===== src/rtl/sram_fifo_pkg.sv =====
// sram_fifo_pkg
// Shared constants and helpers for the SRAM-backed FWFT FIFO controller:
// FIFO depth and pointer width as functions of the SRAM address width, and
// the size of the prefetch output buffer.
package sram_fifo_pkg;

  // Prefetch buffer entries; two are enough to hide the 1-cycle SRAM read.
  localparam int BUF_DEPTH = 2;
  // Width of the output buffer level (0..BUF_DEPTH).
  localparam int BUF_LVL_W = 2;

  function automatic int fifo_depth(input int addr_width);
    return 1 << addr_width;
  endfunction

  // One extra bit distinguishes full from empty when pointers wrap.
  function automatic int ptr_width(input int addr_width);
    return addr_width + 1;
  endfunction

endpackage


===== src/rtl/sram_fifo_ctrl_if.sv =====
// sram_fifo_ctrl_if
// Push/pop stream handshakes of the FIFO controller.
//   wr_data/wr_valid/wr_ready : producer -> FIFO
//   rd_data/rd_valid/rd_ready : FIFO -> consumer
// Modports: slave = FIFO side, master = producer/consumer side.
interface sram_fifo_ctrl_if #(
  parameter int DATA_WIDTH = 8
);
  logic [DATA_WIDTH-1:0] wr_data;
  logic                  wr_valid;
  logic                  wr_ready;
  logic [DATA_WIDTH-1:0] rd_data;
  logic                  rd_valid;
  logic                  rd_ready;

  modport slave (
    input  wr_data, wr_valid, rd_ready,
    output wr_ready, rd_data, rd_valid
  );

  modport master (
    output wr_data, wr_valid, rd_ready,
    input  wr_ready, rd_data, rd_valid
  );
endinterface


===== src/rtl/sram_fifo_outbuf.sv =====
// sram_fifo_outbuf
// Two-entry prefetch/skid buffer between the SRAM read port and the pop
// interface. Entry 0 is the head and drives head; new words land at the
// tail slot after any same-cycle pop has been accounted for.
// Ports:
//   clk, rst      clock, async active-high reset
//   push          write push_data at the tail (caller guarantees room)
//   push_data     word returned by the SRAM
//   pop           remove head (ignored when empty)
//   head          current head word
//   level         number of held words (0..2)
module sram_fifo_outbuf
  import sram_fifo_pkg::*;
#(
  parameter int DATA_WIDTH = 8
) (
  input  logic                  clk,
  input  logic                  rst,
  input  logic                  push,
  input  logic [DATA_WIDTH-1:0] push_data,
  input  logic                  pop,
  output logic [DATA_WIDTH-1:0] head,
  output logic [BUF_LVL_W-1:0]  level
);

  logic [DATA_WIDTH-1:0] entry [BUF_DEPTH];
  logic [BUF_LVL_W-1:0]  level_q;
  logic [BUF_LVL_W-1:0]  tail_idx;
  logic                  pop_ok;

  assign pop_ok   = pop && (level_q != '0);
  assign tail_idx = level_q - BUF_LVL_W'(pop_ok);
  assign head     = entry[0];
  assign level    = level_q;

  always_ff @(posedge clk or posedge rst) begin
    if (rst) begin
      level_q  <= '0;
      entry[0] <= '0;
      entry[1] <= '0;
    end else begin
      if (pop_ok) entry[0] <= entry[1];
      // A push after the shift overrides it when the tail is slot 0.
      if (push) begin
        if (tail_idx == '0) entry[0] <= push_data;
        else                entry[1] <= push_data;
      end
      level_q <= level_q + BUF_LVL_W'(push) - BUF_LVL_W'(pop_ok);
    end
  end

endmodule


===== src/rtl/sram_fifo_ctrl.sv =====
// sram_fifo_ctrl
// First-word-fall-through FIFO controller driving an external single-clock
// dual-port SRAM (1-cycle registered read). Words are written straight to
// the SRAM, fetched back in order into a 2-entry output buffer and presented
// on the pop interface at one word per cycle.
// Ports:
//   clk, rst         clock, async active-high reset
//   bus (slave)      push (wr_*) and pop (rd_*) handshakes
//   count            words held: SRAM + in-flight read + output buffer
//   mem_data/mem_write_addr/mem_we   SRAM write port
//   mem_read_addr/mem_q              SRAM read port (q one cycle later)
// Optional: SRAM_FIFO_ALMOST_EN adds registered almost_full / almost_empty.
module sram_fifo_ctrl
  import sram_fifo_pkg::*;
#(
  parameter int DATA_WIDTH    = 8,
  parameter int ADDR_WIDTH    = 8,
  parameter int ALMOST_MARGIN = 4
) (
  input  logic                  clk,
  input  logic                  rst,
  sram_fifo_ctrl_if.slave       bus,
  output logic [ADDR_WIDTH:0]   count,
  output logic [DATA_WIDTH-1:0] mem_data,
  output logic [ADDR_WIDTH-1:0] mem_write_addr,
  output logic [ADDR_WIDTH-1:0] mem_read_addr,
  output logic                  mem_we,
  input  logic [DATA_WIDTH-1:0] mem_q
`ifdef SRAM_FIFO_ALMOST_EN
  ,
  output logic                  almost_full,
  output logic                  almost_empty
`endif
);

  localparam int DEPTH = fifo_depth(ADDR_WIDTH);
  localparam int PW    = ptr_width(ADDR_WIDTH);

  logic [PW-1:0]        wr_ptr;
  logic [PW-1:0]        rd_ptr;
  logic [PW-1:0]        mem_level;
  logic [PW-1:0]        count_next;
  logic                 inflight;
  logic                 push;
  logic                 pop;
  logic                 fetch;
  logic [BUF_LVL_W-1:0] buf_level;
  logic [2:0]           occupancy;

  assign bus.wr_ready = !rst && (count != PW'(DEPTH));
  assign bus.rd_valid = (buf_level != '0);

  assign push = bus.wr_valid && bus.wr_ready;
  assign pop  = bus.rd_valid && bus.rd_ready;

  assign mem_we         = push;
  assign mem_data       = bus.wr_data;
  assign mem_write_addr = wr_ptr[ADDR_WIDTH-1:0];
  assign mem_read_addr  = rd_ptr[ADDR_WIDTH-1:0];

  // Registered pointers only: a word written this cycle is not yet visible
  // to the fetch logic, so the SRAM's old-data collision never matters.
  assign mem_level = wr_ptr - rd_ptr;

  // Buffer slots that will be committed after this edge; pop frees one.
  assign occupancy = 3'(buf_level) + 3'(inflight) - 3'(pop);
  assign fetch     = (mem_level != '0) && (occupancy < 3'(BUF_DEPTH));

  always_comb begin
    count_next = count;
    unique case ({push, pop})
      2'b10:   count_next = count + PW'(1);
      2'b01:   count_next = count - PW'(1);
      default: count_next = count;
    endcase
  end

  always_ff @(posedge clk or posedge rst) begin
    if (rst) begin
      wr_ptr   <= '0;
      rd_ptr   <= '0;
      count    <= '0;
      inflight <= 1'b0;
    end else begin
      if (push)  wr_ptr <= wr_ptr + PW'(1);
      if (fetch) rd_ptr <= rd_ptr + PW'(1);
      inflight <= fetch;
      count    <= count_next;
    end
  end

  sram_fifo_outbuf #(
    .DATA_WIDTH (DATA_WIDTH)
  ) u_outbuf (
    .clk       (clk),
    .rst       (rst),
    .push      (inflight),
    .push_data (mem_q),
    .pop       (pop),
    .head      (bus.rd_data),
    .level     (buf_level)
  );

`ifdef SRAM_FIFO_ALMOST_EN
  always_ff @(posedge clk or posedge rst) begin
    if (rst) begin
      almost_full  <= 1'b0;
      almost_empty <= 1'b1;
    end else begin
      almost_full  <= (count_next >= PW'(DEPTH - ALMOST_MARGIN));
      almost_empty <= (count_next <= PW'(ALMOST_MARGIN));
    end
  end
`endif

endmodule

===== src/flat_wrapper.sv =====
// flat-port wrapper written by rule: the top's interface ports become plain ports
module sram_fifo_ctrl_flat import sram_fifo_pkg::*;
#(
  parameter int DATA_WIDTH    = 8,
  parameter int ADDR_WIDTH    = 8,
  parameter int ALMOST_MARGIN = 4
)
  (clk, rst, count, mem_data, mem_write_addr, mem_read_addr, mem_we, mem_q, bus_wr_data, bus_wr_valid, bus_rd_ready, bus_wr_ready, bus_rd_data, bus_rd_valid);
  sram_fifo_ctrl_if #(.DATA_WIDTH(DATA_WIDTH)) bus_i ();
  input  logic clk;
  input  logic rst;
  output logic [ADDR_WIDTH:0] count;
  output logic [DATA_WIDTH-1:0] mem_data;
  output logic [ADDR_WIDTH-1:0] mem_write_addr;
  output logic [ADDR_WIDTH-1:0] mem_read_addr;
  output logic mem_we;
  input  logic [DATA_WIDTH-1:0] mem_q;
  input wire logic [$bits(bus_i.wr_data)-1:0] bus_wr_data;
  input wire logic [$bits(bus_i.wr_valid)-1:0] bus_wr_valid;
  input wire logic [$bits(bus_i.rd_ready)-1:0] bus_rd_ready;
  output wire logic [$bits(bus_i.wr_ready)-1:0] bus_wr_ready;
  output wire logic [$bits(bus_i.rd_data)-1:0] bus_rd_data;
  output wire logic [$bits(bus_i.rd_valid)-1:0] bus_rd_valid;
  assign bus_i.wr_data = bus_wr_data;
  assign bus_i.wr_valid = bus_wr_valid;
  assign bus_i.rd_ready = bus_rd_ready;
  assign bus_wr_ready = bus_i.wr_ready;
  assign bus_rd_data = bus_i.rd_data;
  assign bus_rd_valid = bus_i.rd_valid;
  sram_fifo_ctrl #(.DATA_WIDTH(DATA_WIDTH), .ADDR_WIDTH(ADDR_WIDTH), .ALMOST_MARGIN(ALMOST_MARGIN)) u_core (.clk(clk), .rst(rst), .bus(bus_i), .count(count), .mem_data(mem_data), .mem_write_addr(mem_write_addr), .mem_read_addr(mem_read_addr), .mem_we(mem_we), .mem_q(mem_q));
endmodule

===== config.mk =====
export PLATFORM = sky130hd
export DESIGN_NAME = sram_fifo_ctrl_flat
export DESIGN_NICKNAME = d
export VERILOG_FILES = /design/src/rtl/sram_fifo_pkg.sv /design/src/rtl/sram_fifo_ctrl_if.sv /design/src/rtl/sram_fifo_outbuf.sv /design/src/rtl/sram_fifo_ctrl.sv /design/src/flat_wrapper.sv
export SDC_FILE = /design/constraint.sdc
export NUM_CORES = 1
export LEC_CHECK = 0
export BUFFER_PORTS_ARGS = -buffer_cell sky130_fd_sc_hd__buf_2
export CAP_MARGIN = 20
export CELL_PAD_IN_SITES_DETAIL_PLACEMENT = 1
export CELL_PAD_IN_SITES_GLOBAL_PLACEMENT = 1
export CORE_MARGIN = 1.5
export CORE_UTILIZATION = 28
export CTS_CLUSTER_SIZE = 12
export DETAILED_ROUTE_END_ITERATION = 8
export GPL_ROUTABILITY_DRIVEN = 0
export PLACE_DENSITY = 0.54
export SETUP_SLACK_MARGIN = 0.1
export SKIP_CTS_REPAIR_TIMING = 1
export SYNTH_ARGS = -nofsm -noshare
export SYNTH_HDL_FRONTEND = slang
export SYNTH_HIERARCHICAL = 1
export SYNTH_SLANG_ARGS = --single-unit

===== constraint.sdc =====
create_clock -name clk -period 4.08 [get_ports clk]
set_input_delay 0.612 -clock clk [delete_from_list [all_inputs] [get_ports clk]]
set_output_delay 0.612 -clock clk [all_outputs]
set_load 0.02 [all_outputs]

---- After elaboration in Yosys (flattened, before gate mapping) ----
Index checks and enable logic that the tools add are counted.
storage, ports and cells
  output and inout bits ................... 44
  bits of input ports ..................... 20
  bits in registers ....................... 46
cells by class
  eq/ne operators ......................... 3
  bitwise operators ....................... 1
  reductions and logical operators ........ 11
  muxes and demuxes ....................... 5
  $lt $le $gt $ge ......................... 1
  $add $sub $neg .......................... 10
operator list
  kind                                                        count
  adder 9 x 1 -> 9 bit, second input constant                 3
  2-to-1 mux 8 bit                                            3
  one-hot mux 9 bit (2 select lines)                          1
  2-to-1 mux 16 bit                                           1
  inequality test 9 bit, second input constant                1
  nonzero test 9 bit                                          1
  subtractor 9 x 1 -> 9 bit, second input constant            1
  subtractor 9 bit                                            1
  logical AND 1 bit                                           5
  nonzero test 2 bit                                          2
  subtractor 2 x 1 -> 2 bit                                   2
  adder 2 x 1 -> 3 bit                                        1
  less-than comparator 3 x 2 -> 1 bit, second input constant  1
  subtractor 3 x 1 -> 3 bit                                   1
  adder 2 x 1 -> 2 bit                                        1
  == test 2 x 1 -> 1 bit, second input constant               1
  == test 2 bit, second input constant                        1
  zero test 2 bit                                             1
  AND reduction 2 bit                                         1
  zero test 1 bit                                             1
  NOT 1 bit                                                   1

---- Logic depth before layout (Yosys ltp) ----
Gate-level depths: netlist of the first run.
  word-level depth ........................ 7
  depth in mapped cells ................... 14
  gate-level depth less buffers ........... 13

---- Modules after synthesis ----
The synthesis of the first run kept the hierarchy.
by module, submodules not included
  module            area each (µm²)  sequential area each (µm²)  instances  cells each
  sram_fifo_ctrl    2,090.8          700.7                       1          220
  sram_fifo_outbuf  882.1            450.4                       1          60

---- Worst setup path before layout of the first run ----
No wires, ideal clock.
  kind .................................... flip-flop to flip-flop
  start ................................... register u_core.count[8]
  end ..................................... register u_core.count[7]
  buffers on the path ..................... 1
  required time ........................... 3,952 ps
  stages on the path, launching flop included .. 15
  library setup time ...................... 128 ps
  setup slack ............................. 505 ps
  period minus slack after synthesis ...... 3,575 ps
  data arrival time ....................... 3,447 ps
  cell sequence ........................... dfrtp_1 -> nor4b_1 -> a31oi_1 -> and2_1 -> clkbuf_1 -> inv_1 -> ha_1 -> ha_1 -> a21o_1 -> a21oi_1 -> o21bai_1 -> a211o_1 -> a31oi_1 -> xor2_1 -> o21ai_0
on the way
  longest elaborated chain between the ends .. 5
  elaborated cells between the ends (all ways) .. 7
  classes of those cells .................. 3 x eq/ne; 1 x mux; 3 x reduce/logical
ends and longest elaborated chain
  element                                                                   line                  text
  start: declaration                                                        sram_fifo_ctrl.sv:23  output logic [ADDR_WIDTH:0] count,
  start signal: assignment                                                  sram_fifo_ctrl.sv:88  count <= count_next;
  inequality test 9 bit *                                                   sram_fifo_ctrl.sv:50  assign bus.wr_ready = !rst && (count != PW'(DEPTH));
  logical AND 1 bit *                                                       sram_fifo_ctrl.sv:50
  named net bus_wr_ready                                                    flat_wrapper.sv:21    output wire logic [$bits(bus_i.wr_ready)-1:0] bus_wr_ready;
  logical AND 1 bit *                                                       sram_fifo_ctrl.sv:53  assign push = bus.wr_valid && bus.wr_ready;
  named net mem_we                                                          flat_wrapper.sv:16    output logic mem_we;
  == test 2 x 1 -> 1 bit or == test 2 bit (tied branches)                   sram_fifo_ctrl.sv:71  unique case ({push, pop})
  one-hot mux 9 bit (2 select lines) or nonzero test 2 bit (tied branches)  -
The timed path passes the listed nets; every way through them passes the cells marked *.
A chain may end at the register's enable or synchronous reset.

---- Final worst setup path of the first run ----
  start ................................... register u_core.count[5]
  end ..................................... register u_core.count[7]
on the way
  longest elaborated chain between the ends .. 5
  elaborated cells between the ends (all ways) .. 9
  classes of those cells .................. 2 x add/sub; 3 x eq/ne; 1 x mux; 3 x reduce/logical
ends and longest elaborated chain
  element
  parallel branches: the longest is 5 deep, another holds subtractor 9 x 1 -> 9 bit
Parallel ways; which one is timed is not known.

==> results.cfg, run 1 <==
[floorplanning]
dieHeight_um = 106
die_area_mm2 = 0.0112
rows = 37
core_area_mm2 = 0.0103
initial_core_util = 0.288
ios = 64
die_w_um = 106

[critical_path]
required_ns = 4.24
reg2reg_from = u_core/count[5]$_DFFE_PP0P_
crit_fanout = 9
critical_path_class = flip-flop to flip-flop
cp_data_arrival_time_ns = 3.49
rr_endpoint = u_core/count[7]$_DFFE_PP0P_
r2r_cells = 13
start_kind = flip-flop
reg2reg_slack_ns = 0.76
endpoint_kind = flip-flop

[cells_and_area]
diodes = 0
fill_cells = 1183
syn2layout_area_growth_pct = 9.01
fin_area_mm2 = 0.00324
final_core_util = 0.314
drive_above_1_share = 0.289
mostFrequentLayoutCells = buf_2, dfrtp_1, xnor2_1
final_common_cell = buf_2
nets = 342
fin_cells = 437

[run_status]
status = finished clean

[sta]
worstMarginPinSlew_ns = 0.742
setup_tns_ns = 0
fin_crit_ns = 3.32
setup_viol = 0
rsz0062_at_grt = false
period_share = 0.815
setup_slack_ns = 0.756
worst_hold_slack_ns = 0.237
finClkSkew_ns = 0.00365
final_max_slew_viol_count = 0
hold_viol_final = 0
slew_headroom = 0.505
fmax_mhz = 301

[synthesis]
synthArstFlopShare = 1.00
synth_fp_nets = 322
synth_seq_cells = 46
synth_cell_type_count = 48
synthesis.area_mm2 = 0.00297
postSynthAreaPerCell_um2 = 10.6
synthCells = 280
synth_edf_count = 0
synth_warnings = 6
synthFlopType = dfrtp_1
yosysSeqAreaShare = 0.387

[clock_network]
htreeDepth = 2
cts.reportedPaths.clkPinSlew_ns = 0.09
numCtsBuffers = 5
cts_tree = done
clk_latency_ns = 0.29
clockRootBuffer = clkbuf_8
clockBufferDepth = 2
clock-sinks = 46

[pwr]
seq_power_share = 0.312
p_sw_mw = 1.27
finalPower_mw = 2.85
p_leak_nw = 1.53
power.share.clock = 0.123
p_per_area_mw_per_mm2 = 878
vdd_drop_max_uv = 247
p_int_mw = 1.57
p_comb_frac = 0.565
switching_share = 0.447

[detailed_routing]
ant_nets = 0
drcViolationCount = 0
drt_pass1_iterations = 4
wire_per_inst_um = 14.6
routed_wl_um = 6400
via_per_inst = 4.59
drt-initial-drc-count = 26
dr_total_vias = 2005

[job]
drv_cap = 0

[global_route]
grt_first_pass_wirelength_um = 10900
grt-ovfl-total = 0
grt_pass1_vias = 2171
grt.total_usage = 0.121
grt_max_degree = 24
antenna_found_initial = 0

[placement]
dpl-instance-area_mm2 = 0.00313
dp_slack_ns = 0.720
dp.cells = 429
portBuffers = 47
post-dp-hpwl_um = 4880

[worst_hold_path]
hp-class = primary input to asynchronous set/reset pin
-- metal layers --
metal / global-route usage / share of wire / up-vias
met5: 0 / 0 / -
met4: 0.0299 / 0.0069 / 0
met3: 0.0245 / 0.038 / 2
met2: 0.196 / 0.46 / 33
met1: 0.165 / 0.50 / 994
li1: - / - / 976
-- logic make-up (layout without fill, tap and decap cells) --
kind of cell,after synthesis,in the layout,synth area share
AO/OA/AOI/OAI,39,39,0.0943
XOR/XNOR,28,28,0.0825
adder cells (fa/ha/maj),22,22,0.0976
buffers and inverters,52,73,0.109
flip-flops,46,46,0.387
multiplexers,28,28,0.106
AND/OR/NAND/NOR,65,65,0.123
-- worst max-delay path, cell delays in order, from the launching register on --
cell	delay (ns)
dfrtp_1	0.42
nor4b_1	0.36
a31oi_1	0.18
and2_1	0.25
inv_1	0.08
ha_1	0.37
ha_1	0.31
a21o_1	0.18
a21oi_1	0.23
o21bai_1	0.12
a211o_1	0.30
a31oi_1	0.19
xor2_1	0.15
o21ai_0	0.08
-- synthesized netlist by cell type (all sizes together) (6+ instances only) --
master / instances / share of area
mux2: 26 / 0.10
nor2: 7 / 0.0088
inv: 17 / 0.021
buf: 33 / 0.085
dfrtp: 46 / 0.39
xor2: 7 / 0.021
nand4: 6 / 0.013
nor3: 7 / 0.012
o21ai: 12 / 0.025
ha: 20 / 0.084
xnor2: 21 / 0.062
a21oi: 7 / 0.012
nand2: 16 / 0.020
-- power by group through the flow --
stage          logic [mW]  registers, mW  clock network, mW
2_1_floorplan        1.37          0.884                  0
3_3_place_gp         1.60          0.897                  0
3_5_place_dp         1.63          0.905                  0
4_1_cts              1.63          0.898              0.369
5_1_grt              1.81          0.931              0.385
6_report             1.61          0.888              0.349
-- state kept, by name, summed over array words and instances, names as in the netlist --
register	cells
u_core/wr_ptr	9
u_core/inflight	1
u_core/u_outbuf/entry	8
u_core/rd_ptr	9
u_core/u_outbuf/head	8
u_core/u_outbuf/level	2
u_core/count	9
-- how the worst max path moves through the flow --
stage                                       end                   startpoint  slack [ns]
floorplan           u_core/count[7]$_DFFE_PP0P_  u_core/count[8]$_DFFE_PP0P_        0.50
global placement    u_core/count[8]$_DFFE_PP0P_                          rst        0.80
detailed placement  u_core/count[7]$_DFFE_PP0P_                          rst        0.72
CTS                 u_core/count[7]$_DFFE_PP0P_  u_core/count[7]$_DFFE_PP0P_        0.74
global route        u_core/count[7]$_DFFE_PP0P_  u_core/count[7]$_DFFE_PP0P_        0.39
finish              u_core/count[7]$_DFFE_PP0P_  u_core/count[5]$_DFFE_PP0P_        0.76
-- area by class of cell --
class | instances | area [µm²] | area share
clock buffer | 5 | 68.8 | 0.0212
clock inverter | 3 | 45.0 | 0.0139
inverter | 17 | 63.8 | 0.0197
multi-input combinational | 182 | 1500 | 0.463
sequential | 46 | 1150 | 0.355
tap | 136 | 170 | 0.0525
timing repair buffer | 48 | 243 | 0.0749
Note: power is estimated with default switching activity, not from simulation.
==> inputs of run 2 (changes only) <==
--- a/config.mk
+++ b/config.mk
@@ -5,6 +5,7 @@
 export SDC_FILE = /design/constraint.sdc
 export NUM_CORES = 1
 export LEC_CHECK = 0
+export ABC_AREA = 1
 export BUFFER_PORTS_ARGS = -buffer_cell sky130_fd_sc_hd__buf_2
 export CAP_MARGIN = 20
 export CELL_PAD_IN_SITES_DETAIL_PLACEMENT = 1
@@ -14,7 +15,7 @@
 export CTS_CLUSTER_SIZE = 12
 export DETAILED_ROUTE_END_ITERATION = 8
 export GPL_ROUTABILITY_DRIVEN = 0
-export PLACE_DENSITY = 0.54
+export PLACE_DENSITY = 0.58
 export SETUP_SLACK_MARGIN = 0.1
 export SKIP_CTS_REPAIR_TIMING = 1
 export SYNTH_ARGS = -nofsm -noshare
==> constraint.sdc (replaced) <==
create_clock -name clk -period 2.67 [get_ports clk]
set_input_delay 0.4005 -clock clk [delete_from_list [all_inputs] [get_ports clk]]
set_output_delay 0.4005 -clock clk [all_outputs]
set_load 0.02 [all_outputs]
==> results.cfg, run 2 <==
[cells_and_area]
syn2layout_area_growth_pct = 17.0
seq_area_mm2 = 0.00116
reg_top3 = u_core/count (9), u_core/rd_ptr (9), u_core/wr_ptr (9)
fin_cells = 632
drive_above_1_share = 0.262
fill_cells = 1436
final_common_cell = nand2_1
diodes = 0
nets = 530
mostFrequentLayoutCells = nand2_1, inv_1, buf_2
multiInputGateArea_mm2 = 0.00184

[sta]
finClkSkew_ns = 0.00702
setup_tns_ns = 0
slew_headroom = 0.465
setup_slack_ns = 0.117
hold_viol_final = 0
setup_viol = 0
final_max_slew_viol_count = 0
worstMarginPinSlew_ns = 0.801
fin_crit_ns = 2.55
period_share = 0.956
rsz0062_at_grt = true
fmax_mhz = 392

[clock_network]
htreeDepth = 2
clockRootBuffer = clkbuf_16
cts_tree = done
clk_latency_ns = 0.29
numCtsBuffers = 5
cts.reportedPaths.clkPinSlew_ns = 0.07
clock-sinks = 46
clockBufferDepth = 2

[placement]
portBuffers = 47
dp_slack_ns = 0.0335
dp.cells = 613
post-dp-hpwl_um = 6490

[critical_path]
critical_path_class = flip-flop to flip-flop
start_kind = flip-flop
cp_data_arrival_time_ns = 2.72
endpoint_kind = flip-flop
crit_fanout = 8
required_ns = 2.84

[synthesis]
synth_cell_type_count = 33
synthFlopType = dfrtp_1
synth_edf_count = 0
synthMuxAreaShare = 0
synth-compound-area-share = 0.0466
synthArstFlopShare = 1.00
synth_top_family_by_area = simple AND/OR/NAND/NOR gates
synth_warnings = 6
synth_simple_gate_area_frac = 0.317
synth_fa_ha_area_frac = 0.0858
synth_seq_cells = 46
synthCells = 452
synthesis.area_mm2 = 0.00338
synth_top_area_frac = 0.340
synth_xor_xnor_area_share = 0.0570
netlist_top_cells_area = dfrtp_1, nand2_1, buf_4
synth_fp_nets = 494
yosysTopAreaCell = dfrtp_1
netlist_top_cells_count = nand2_1, inv_1, nand3_1, dfrtp_1, buf_4
synth_most_common_cell = nand2_1
yosysSeqAreaShare = 0.340
postSynthAreaPerCell_um2 = 7.49

[floorplanning]
initial_core_util = 0.291
ios = 64
core_area_mm2 = 0.0116
die_area_mm2 = 0.0128
rows = 39
die_w_um = 113
dieHeight_um = 113

[global_route]
antenna_found_initial = 0
grt_max_degree = 29
grt-ovfl-total = 0
grt.total_usage = 0.137
grt_pass1_vias = 2863
grt_first_pass_wirelength_um = 13900

[detailed_routing]
wire_per_inst_um = 13.8
drt_pass1_iterations = 4
drcViolationCount = 0
ant_nets = 0
dr_total_vias = 2872
via_per_inst = 4.54
drt-initial-drc-count = 85
routed_wl_um = 8740

[pwr]
vdd_drop_max_uv = 623
finalPower_mw = 5.38
p_per_area_mw_per_mm2 = 1360
p_leak_nw = 2.11

[run_status]
status = finished clean

[job]
drv_cap = 0

[worst_hold_path]
hp-class = primary input to asynchronous set/reset pin
## run 2: cell count changes in the layout (fill, tap and decap cells not counted), sizes merged, moves of 4 or more
cell | before | now
a21oi | 7 | 13
and2 | 4 | 0
and3 | 5 | 1
buf | 48 | 66
inv | 17 | 61
mux2 | 26 | 0
nand2 | 16 | 154
nand3 | 5 | 50
nor2 | 7 | 13
nor2b | 4 | 0
o21ai | 12 | 7
xnor2 | 21 | 7
xor2 | 7 | 15
## run 2: logic make-up (layout without fill, tap and decap cells)
kind of cell | count (synthesis) | count (layout)
buffers and inverters | 100 | 137
AO/OA/AOI/OAI | 26 | 26
XOR/XNOR | 22 | 22
adder cells (fa/ha/maj) | 22 | 22
AND/OR/NAND/NOR | 236 | 236
flip-flops | 46 | 46
## run 2: cell type report
class                      count  share of cell area
clock buffer                   5              0.0316
clock inverter                 3             0.00537
inverter                      63              0.0619
multi-input combinational    306               0.466
sequential                    46               0.293
tap                          143              0.0452
timing repair buffer          66              0.0973
## run 2: path summary, 6_finish.rpt
path / from / endpoint / slack [ns] / cells past startpoint
worst max register to register: u_core/count[5]$_DFFE_PP0P_ / u_core/count[5]$_DFFE_PP0P_ / 0.12 / 14
min in group clk: mem_q[3] / u_core/u_outbuf/head[3]$_DFF_PP0_ / 0.33 / 3
worst max-delay path: u_core/count[5]$_DFFE_PP0P_ / u_core/count[5]$_DFFE_PP0P_ / 0.12 / 14
worst min register to register: u_core/u_outbuf/entry[3]$_DFFE_PP0P_ / u_core/u_outbuf/entry[3]$_DFFE_PP0P_ / 0.47 / 2
worst min-delay path: rst / u_core/count[0]$_DFFE_PP0P_ / 0.25 / 3
max in group asynchronous: rst / u_core/u_outbuf/entry[2]$_DFFE_PP0P_ / 1.87 / 2
## run 2: through the flow
stage | hold slack (ns) | utilization | instance area (µm²)
6_report | 0.249 | 0.341 | 3960
5_1_grt | 0.269 | 0.341 | 3960
3_5_place_dp | 0.458 | 0.310 | 3600
3_3_place_gp | 0.455 | 0.310 | 3600
2_1_floorplan | 0.308 | - | 3400
4_1_cts | 0.254 | 0.322 | 3740
## run 2: report_power, final
| part | switching, mW | leakage, nW | total, mW | internal, mW |
|---|---|---|---|---|
| registers | 0.307 | 0.568 | 1.32 | 1.01 |
| logic | 2.13 | 1.47 | 3.44 | 1.30 |
| clock network | 0.281 | 0.0698 | 0.628 | 0.347 |
## run 2: critical path: stages, from the launching register on
cell     delay, ns
dfrtp_2       0.45
nor4_4        0.27
nand3_1       0.11
and3_4        0.22
inv_4         0.07
ha_4          0.18
buf_6         0.11
ha_4          0.20
a21oi_2       0.15
nand2_2       0.09
nand2_2       0.09
nand2_1       0.08
a21oi_2       0.13
xor2_1        0.17
o21ai_0       0.09
## run 2: layer usage
| metal | vias to the layer above | part of all wire | track usage |
|---|---|---|---|
| met5 | - | 0 | 0 |
| met4 | 0 | 0.0049 | 0.0308 |
| met3 | 4 | 0.038 | 0.0311 |
| met2 | 52 | 0.47 | 0.228 |
| met1 | 1345 | 0.49 | 0.183 |
| li1 | 1471 | - | - |
==> inputs of run 3 (changes only) <==
--- a/config.mk
+++ b/config.mk
@@ -5,7 +5,7 @@
 export SDC_FILE = /design/constraint.sdc
 export NUM_CORES = 1
 export LEC_CHECK = 0
-export ABC_AREA = 1
+export ABC_AREA = 0
 export BUFFER_PORTS_ARGS = -buffer_cell sky130_fd_sc_hd__buf_2
 export CAP_MARGIN = 20
 export CELL_PAD_IN_SITES_DETAIL_PLACEMENT = 1
@@ -15,10 +15,11 @@
 export CTS_CLUSTER_SIZE = 12
 export DETAILED_ROUTE_END_ITERATION = 8
 export GPL_ROUTABILITY_DRIVEN = 0
-export PLACE_DENSITY = 0.58
+export PLACE_DENSITY = 0.56
 export SETUP_SLACK_MARGIN = 0.1
 export SKIP_CTS_REPAIR_TIMING = 1
 export SYNTH_ARGS = -nofsm -noshare
 export SYNTH_HDL_FRONTEND = slang
 export SYNTH_HIERARCHICAL = 1
 export SYNTH_SLANG_ARGS = --single-unit
+export TNS_END_PERCENT = 10
==> results.cfg, run 3 (synthesis results as in run 1) <==
[placement]
post-dp-hpwl_um = 5280
portBuffers = 47

[floorplanning]
dieHeight_um = 106
core_area_mm2 = 0.0103
ios = 64
die_w_um = 106
rows = 37
initial_core_util = 0.288
die_area_mm2 = 0.0112

[sta]
hold_viol_final = 0
worst_hold_slack_ns = 0.143
slew_headroom = 0.547
finClkSkew_ns = 0.00917
setup_tns_ns = 0
final_max_slew_viol_count = 0
setup_viol = 0
rsz0062_at_grt = true
worstMarginPinSlew_ns = 0.678
fin_crit_ns = 2.58
fmax_mhz = 387
period_share = 0.967

[critical_path]
endpoint_kind = flip-flop
start_kind = flip-flop
crit_slowest_cell = dfrtp_2
path_common_cell = ha_4
reg2reg_slack_ns = 0.09
slowest_delay_ns = 0.43
path_cells = nor4b_4, a31oi_2, and2_4, inv_4, ha_4, ha_4, a21o_1, a21oi_2, o21bai_1, a211o_1, a31oi_1, xor2_1, o21ai_1
critical_path_class = flip-flop to flip-flop
cp_data_arrival_time_ns = 2.78
crit_fanout = 5
r2r_cells = 13
required_ns = 2.86

[pwr]
vdd_drop_max_uv = 550
p_per_area_mw_per_mm2 = 1370
p_leak_nw = 1.69
finalPower_mw = 4.88

[cells_and_area]
diodes = 0
nets = 368
mostFrequentLayoutCells = buf_2, dfrtp_1, buf_4
final_common_cell = buf_2
reg_top3 = u_core/count (9), u_core/rd_ptr (9), u_core/wr_ptr (9)
fill_cells = 1172
drive_above_1_share = 0.413
final_core_util = 0.344
syn2layout_area_growth_pct = 19.6

[detailed_routing]
routed_wl_um = 6520
drt-initial-drc-count = 41
drcViolationCount = 0
wire_per_inst_um = 14.1
drt_pass1_iterations = 4
dr_total_vias = 2101
ant_nets = 0
via_per_inst = 4.54

[global_route]
grt.total_usage = 0.123
grt_max_degree = 19
antenna_found_initial = 0
grt-ovfl-total = 0
grt_first_pass_wirelength_um = 11000
grt_pass1_vias = 2207

[clock_network]
cts.reportedPaths.clkPinSlew_ns = 0.09
cts_tree = done
htreeDepth = 2
numCtsBuffers = 5
clockRootBuffer = clkbuf_8
clockBufferDepth = 2
clk_latency_ns = 0.30
clock-sinks = 46

[run_status]
status = finished clean

[worst_hold_path]
hp-class = primary input to asynchronous set/reset pin

[job]
drv_cap = 0
[run 3: worst paths after layout]
kind | start | end
min | rst | u_core/count[6]$_DFFE_PP0P_
min reg2reg | u_core/wr_ptr[8]$_DFFE_PP0P_ | u_core/wr_ptr[8]$_DFFE_PP0P_
max | u_core/count[7]$_DFFE_PP0P_ | u_core/count[7]$_DFFE_PP0P_
max in group asynchronous | rst | u_core/count[0]$_DFFE_PP0P_
max reg2reg | u_core/count[7]$_DFFE_PP0P_ | u_core/count[7]$_DFFE_PP0P_
min in group clk | mem_q[1] | u_core/u_outbuf/head[1]$_DFF_PP0_
[run 3: power by group]
part           leakage, nW  switching (mW)  internal [mW]
Sequential           0.560           0.245           1.02
Combinational         1.07            1.58           1.50
Clock               0.0585           0.250          0.281
[run 3: area by class of cell]
class                           instances  area [µm²]  area share
Multi-Input combinational cell        182        1610       0.452
Sequential cell                        46        1160       0.326
Timing Repair Buffer                   74         442       0.124
Tap cell                              136         170      0.0479
Clock buffer                            5        68.8      0.0194
Inverter                               17        66.3      0.0187
Clock inverter                          3        43.8      0.0123
[run 3: critical path: cells and delay by family, from the launching register on]
kind / cells / cell delay (ns)
compound gates: 7 / 1.01
simple gates: 2 / 0.45
flops: 1 / 0.43
fa+ha+maj: 2 / 0.38
xor+xnor: 1 / 0.16
buf+inv: 1 / 0.05
[run 3: metal layers]
| layer | vias up | share of wire | GRT usage |
|---|---|---|---|
| met5 | - | 0 | 0 |
| li1 | 1031 | - | - |
| met1 | 1025 | 0.46 | 0.160 |
| met2 | 39 | 0.48 | 0.206 |
| met4 | 0 | 0.012 | 0.0357 |
| met3 | 6 | 0.043 | 0.0233 |
[run 3: through the flow]
step | instances | cell area, µm² | setup slack (ns)
3_5_place_dp | 455 | 3370 | -0.0825
3_3_place_gp | 455 | 3370 | -0.0144
4_1_cts | 463 | 3480 | -0.118
5_1_grt | 463 | 3550 | -0.105
6_report | 463 | 3550 | 0.0880
2_1_floorplan | 280 | 3030 | -0.244
